==> src/rtl/ds1302_function.sv <==
// DS1302 3-wire serial engine: runs one single-byte register read or write per
// func_start request, with CE framing, SCLK generation and IO turnaround.
module ds1302_function #(
  parameter int HALF_CNT     = 25,
  parameter int CE_SETUP_CNT = 200,
  parameter int CE_HOLD_CNT  = 60
) (
  input  logic       clk,
  input  logic       rst_n,
  input  logic [1:0] func_start,
  input  logic [7:0] register_addr,
  input  logic [7:0] write_data,
  output logic       func_done,
  output logic [7:0] read_data,
  output logic       rtc_ce,
  output logic       rtc_sclk,
  output logic       rtc_io_out,
  output logic       rtc_io_oe,
  input  logic       rtc_io_in
);

  localparam int CNT_MAX = (CE_SETUP_CNT > HALF_CNT)
                         ? ((CE_SETUP_CNT > CE_HOLD_CNT) ? CE_SETUP_CNT : CE_HOLD_CNT)
                         : ((HALF_CNT > CE_HOLD_CNT) ? HALF_CNT : CE_HOLD_CNT);
  localparam int CNT_W   = (CNT_MAX < 2) ? 1 : $clog2(CNT_MAX);

  localparam logic [CNT_W-1:0] HALF_LAST  = CNT_W'(HALF_CNT - 1);
  localparam logic [CNT_W-1:0] SETUP_LAST = CNT_W'(CE_SETUP_CNT - 1);
  localparam logic [CNT_W-1:0] HOLD_LAST  = CNT_W'(CE_HOLD_CNT - 1);

  localparam logic [2:0] ST_IDLE    = 3'd0;
  localparam logic [2:0] ST_SETUP   = 3'd1;
  localparam logic [2:0] ST_SHIFT   = 3'd2;
  localparam logic [2:0] ST_HOLD    = 3'd3;
  localparam logic [2:0] ST_RECOVER = 3'd4;
  localparam logic [2:0] ST_DONE    = 3'd5;

  logic [2:0]       state_q, state_d;
  logic [CNT_W-1:0] cnt_q, cnt_d;
  logic [3:0]       slot_q, slot_d;
  logic             high_q, high_d;
  logic [15:0]      word_q, word_d;
  logic             is_read_q, is_read_d;
  logic [7:0]       rd_q, rd_d;
  logic             done_q, done_d;
  logic [7:0]       read_data_q, read_data_d;
  logic             ce_q, ce_d;
  logic             sclk_q, sclk_d;
  logic             io_out_q, io_out_d;
  logic             oe_q, oe_d;

  always_comb begin
    // NOTE: every variable gets a default first so no path leaves one unassigned and infers a latch.
    state_d     = state_q;
    cnt_d       = cnt_q + 1'b1;
    slot_d      = slot_q;
    high_d      = high_q;
    word_d      = word_q;
    is_read_d   = is_read_q;
    rd_d        = rd_q;
    done_d      = 1'b0;
    read_data_d = read_data_q;
    ce_d        = ce_q;
    sclk_d      = sclk_q;
    io_out_d    = io_out_q;
    oe_d        = oe_q;

    case (state_q)
      ST_IDLE: begin
        cnt_d = '0;
        if (func_start == 2'b10 || func_start == 2'b01) begin
          word_d    = {write_data, register_addr};
          is_read_d = (func_start == 2'b01);
          state_d   = ST_SETUP;
          ce_d      = 1'b1;
          sclk_d    = 1'b0;
          oe_d      = 1'b1;
          io_out_d  = register_addr[0];
        end
      end
      ST_SETUP: begin
        if (cnt_q == SETUP_LAST) begin
          state_d = ST_SHIFT;
          cnt_d   = '0;
          slot_d  = 4'd0;
          high_d  = 1'b0;
        end
      end
      ST_SHIFT: begin
        if (cnt_q == HALF_LAST) begin
          cnt_d = '0;
          if (!high_q) begin
            // Read bits are taken at the end of the low phase, just before SCLK rises.
            high_d = 1'b1;
            sclk_d = 1'b1;
            if (is_read_q && slot_q[3]) rd_d[slot_q[2:0]] = rtc_io_in;
          end else begin
            high_d = 1'b0;
            sclk_d = 1'b0;
            if (slot_q == 4'd15) begin
              state_d  = ST_HOLD;
              oe_d     = 1'b0;
              io_out_d = 1'b0;
            end else begin
              slot_d = slot_q + 4'd1;
              if (is_read_q && slot_d[3]) begin
                oe_d     = 1'b0;
                io_out_d = 1'b0;
              end else begin
                io_out_d = word_q[slot_d];
              end
            end
          end
        end
      end
      ST_HOLD: begin
        if (cnt_q == HOLD_LAST) begin
          state_d = ST_RECOVER;
          cnt_d   = '0;
          ce_d    = 1'b0;
        end
      end
      ST_RECOVER: begin
        if (cnt_q == SETUP_LAST) begin
          state_d = ST_DONE;
          done_d  = 1'b1;
          if (is_read_q) read_data_d = rd_q;
        end
      end
      ST_DONE: state_d = ST_IDLE;
      default: state_d = ST_IDLE;
    endcase
  end

  // NOTE: state registers use non-blocking assignment so every flop samples pre-edge values.
  always_ff @(posedge clk or negedge rst_n) begin
    if (!rst_n) begin
      state_q     <= ST_IDLE;
      cnt_q       <= '0;
      slot_q      <= 4'd0;
      high_q      <= 1'b0;
      word_q      <= 16'h0000;
      is_read_q   <= 1'b0;
      rd_q        <= 8'h00;
      done_q      <= 1'b0;
      read_data_q <= 8'h00;
      ce_q        <= 1'b0;
      sclk_q      <= 1'b0;
      io_out_q    <= 1'b0;
      oe_q        <= 1'b0;
    end else begin
      state_q     <= state_d;
      cnt_q       <= cnt_d;
      slot_q      <= slot_d;
      high_q      <= high_d;
      word_q      <= word_d;
      is_read_q   <= is_read_d;
      rd_q        <= rd_d;
      done_q      <= done_d;
      read_data_q <= read_data_d;
      ce_q        <= ce_d;
      sclk_q      <= sclk_d;
      io_out_q    <= io_out_d;
      oe_q        <= oe_d;
    end
  end

  assign func_done  = done_q;
  assign read_data  = read_data_q;
  assign rtc_ce     = ce_q;
  assign rtc_sclk   = sclk_q;
  assign rtc_io_out = io_out_q;
  assign rtc_io_oe  = oe_q;

endmodule
==> config.mk <==
export PLATFORM = sky130hd
export DESIGN_NAME = ds1302_function
export DESIGN_NICKNAME = d
export VERILOG_FILES = /design/src/rtl/ds1302_function.sv
export SDC_FILE = /design/constraint.sdc
export NUM_CORES = 1
export LEC_CHECK = 0
export ABC_CLOCK_PERIOD_IN_PS = 3200
export CAP_MARGIN = 25
export CORE_UTILIZATION = 32
export DETAILED_ROUTE_END_ITERATION = 6
export GPL_TIMING_DRIVEN = 1
export PLACE_DENSITY = 0.47
export REMOVE_ABC_BUFFERS = 1
export SKIP_LAST_GASP = 1
export SLEW_MARGIN = 40
export SYNTH_ARGS = -nofsm -noshare
export SYNTH_HDL_FRONTEND = slang
export SYNTH_SLANG_ARGS = --single-unit
==> constraint.sdc <==
create_clock -name clk -period 3.2 [get_ports clk]
set_clock_uncertainty 0.05 [all_clocks]
set_input_delay 0.64 -clock clk [delete_from_list [all_inputs] [get_ports clk]]
set_output_delay 0.64 -clock clk [all_outputs]
set_load 0.02 [all_outputs]
==> impl_metrics.env <==
export IMPL_rsz0062_at_grt="false"
export IMPL_fin_cells=366
export IMPL_row_count=33
export IMPL_nets=285
export IMPL_syn_cell_area_um2=2690
export IMPL_r2r_start="cnt_q[2]"
export IMPL_place_gp_congestion=0.799
export IMPL_max_freq_mhz=418
export IMPL_drc=0
export IMPL_synth_flop_cell="dfrtp_1"
export IMPL_cts_tree="yes"
export IMPL_critPathCaptureType="flop"
export IMPL_drtPass1Iterations=4
export IMPL_drv_cap=0
export IMPL_synthCells=225
export IMPL_top_layer_used="met4"
export IMPL_clock_path_buffers=2
export IMPL_diodes=0
export IMPL_wl_met2_mm=2.30
export IMPL_yosys_area_top_type="dfrtp_1"
export IMPL_synth_top_cells_by_area="dfrtp_1 50%, mux2_2 14%, mux4_2 4.2%"
export IMPL_rr_worst_depth=5
export IMPL_vias=1838
export IMPL_first_iter_violations=110
export IMPL_start_kind="flop"
export IMPL_gr_total_overflow=0
export IMPL_clk_pin_slew_ps=110
export IMPL_ys_async_sr_fraction=1.00
export IMPL_synth_edf_count=0
export IMPL_synth_top_area_frac=0.502
export IMPL_fp_coreArea_um2=8180
export IMPL_wl_met3_um=292
export IMPL_ant_nets=0
export IMPL_grt_pass1_wl_mm=9.21
export IMPL_syn_area_per_cell_um2=12.0
export IMPL_p_per_area_nw_per_um2=372
export IMPL_grt_util_all_layers=0.137
export IMPL_fp_dieW_um=93.7
export IMPL_leakage_nw=1.36
export IMPL_wl_per_cell_um=14.5
export IMPL_grt_pass1_vias=1792
export IMPL_fillers=799
export IMPL_yosysMostFrequentCell="dfrtp_1"
export IMPL_cts_buffers=5
export IMPL_relSlewSlack=0.572
export IMPL_multi_input_comb_area_um2=1260
export IMPL_syn2layout_area_growth_pct=20.0
export IMPL_synth_common_cells="54 x dfrtp_1, 33 x mux2_2, 16 x nor2_1, 14 x nand2_1, 13 x o21ai_0"
export IMPL_initial_core_util=0.329
export IMPL_stdcell_area_um2=3230
export IMPL_hold_violations=0
export IMPL_cts_sinks=54
export IMPL_cts_resized=0
export IMPL_slew_violations=0
export IMPL_antenna_found_initial=0
export IMPL_m1WireLength_mm=2.65
export IMPL_dp_cells=358
export IMPL_regArea_um2=1350
export IMPL_arrival_ps=2570
export IMPL_pin_count=34
export IMPL_synth_warnings=0
export IMPL_wl_mm=5.31
export IMPL_slowest_delay_ps=550
export IMPL_worstPathRequired_ps=3370
export IMPL_die_height_um=93.7
export IMPL_drive_above_1_share=0.230
export IMPL_crit_type="reg2reg"
export IMPL_slowest_stage="or4_4"
export IMPL_yosysSeqAreaShare=0.502
export IMPL_post_cts_buffers=0
export IMPL_clock_latency_ps=320
export IMPL_path_max_fanout=7
export IMPL_reg2reg_to="rd_q[4]"
export IMPL_port_buffers=33
export IMPL_finalSetupViolCount=0
export IMPL_synth_seq_cells=54
export IMPL_cts_htree_levels=2
export IMPL_crit_chain="nor4b_4 -> nand4b_4 -> or4_4 -> nor3b_2 -> mux2_2"
export IMPL_hp_class="in2async"
export IMPL_period_needed_ps=2390
export IMPL_tightest_slew_ps=636
export IMPL_grt_max_degree=55
export IMPL_hpwl_mm=3.64
export IMPL_viasPerCell=5.02
export IMPL_status="finished, final reports clean"
export IMPL_finalPower_mw=1.20
export IMPL_yosysUniqueCellTypes=44
export IMPL_cts_root_buf="clkbuf_8"
export IMPL_place_area_um2=3130
export IMPL_die_area_um2=8780
export IMPL_rrSetupSlack_ps=810
export IMPL_fin_crit_sh=0.748
export IMPL_postCtsHoldBufs=0
export IMPL_peakVddDrop_mv=0.187
export IMPL_fin_setup_tns_ps=0
## per-layer routing
| metal | vias up | global-route usage |
|---|---|---|
| met5 | - | 0 |
| met3 | 6 | 0.0307 |
| met2 | 48 | 0.197 |
| met1 | 902 | 0.199 |
| li1 | 882 | - |
| met4 | 0 | 0.0513 |
## final cells by class
class / instances / area share
timing repair buffer: 36 / 0.112
clock buffer: 5 / 0.0213
sequential: 54 / 0.418
clock inverter: 3 / 0.00891
inverter: 7 / 0.00814
multi-input combinational: 156 / 0.391
tap: 105 / 0.0407
## stage by stage
step,worst slack (ps),hold slack [ps],util
finish,805,251,0.395
global route,527,268,0.395
CTS,821,249,0.395
detailed placement,701,432,0.383
global placement,702,436,0.383
floorplan,575,294,-
## placed cells by master (no fill, tap or decap), types with 3 or more instances in the layout
cell / netlist / final
clkdlybuf4s50_1: 0 / 32
a21oi_1: 5 / 5
nand3_1: 10 / 10
nor2_1: 16 / 16
ha_1: 4 / 4
xor2_1: 6 / 6
nand2b_1: 4 / 4
inv_1: 7 / 7
o21ai_0: 13 / 13
mux4_2: 5 / 5
clkbuf_8: 1 / 5
nand2_1: 14 / 14
mux2_2: 33 / 33
nand3b_1: 3 / 3
dfrtp_1: 54 / 54
nor2b_1: 3 / 3
nor3_1: 5 / 5
## sequential cells by signal, indices dropped and copies added (netlist names)
signal / cells
word_q: 16
cnt_q: 8
rd_q: 8
read_data: 8
slot_q: 4
state_q: 3
func_done: 1
high_q: 1
is_read_q: 1
rtc_ce: 1
rtc_io_oe: 1
rtc_io_out: 1
rtc_sclk: 1
## worst max-delay path by stage
stage | startpoint | to | cells past startpoint
floorplan | func_start[1] | word_q[0] | 4
global placement | func_start[1] | word_q[11] | 6
detailed placement | func_start[1] | word_q[4] | 6
CTS | cnt_q[2] | rd_q[4] | 5
global route | state_q[2] | rd_q[3] | 5
finish | cnt_q[2] | rd_q[4] | 5
## power breakdown
part / switching (mW) / internal (mW)
combinational: 0.0281 / 0.0471
clock: 0.253 / 0.163
sequential: 0.0101 / 0.702
total: 0.291 / 0.912
## kinds of logic after synthesis
| kind of cell | Yosys count | synth area share |
|---|---|---|
| AND/OR/NAND/NOR | 74 | 0.166 |
| flip-flops | 54 | 0.502 |
| multiplexers | 38 | 0.180 |
| AO/OA/AOI/OAI | 32 | 0.0748 |
| buffers and inverters | 15 | 0.0321 |
| XOR/XNOR | 8 | 0.0260 |
| adder cells (fa/ha/maj) | 4 | 0.0186 |
## worst max-delay path: cells and delay by family (launching register included)
family        cells  cell delay, ps
flops             1             500
mux               1             350
simple gates      4            1410
No activity file was read; power rests on OpenSTA's default activity.
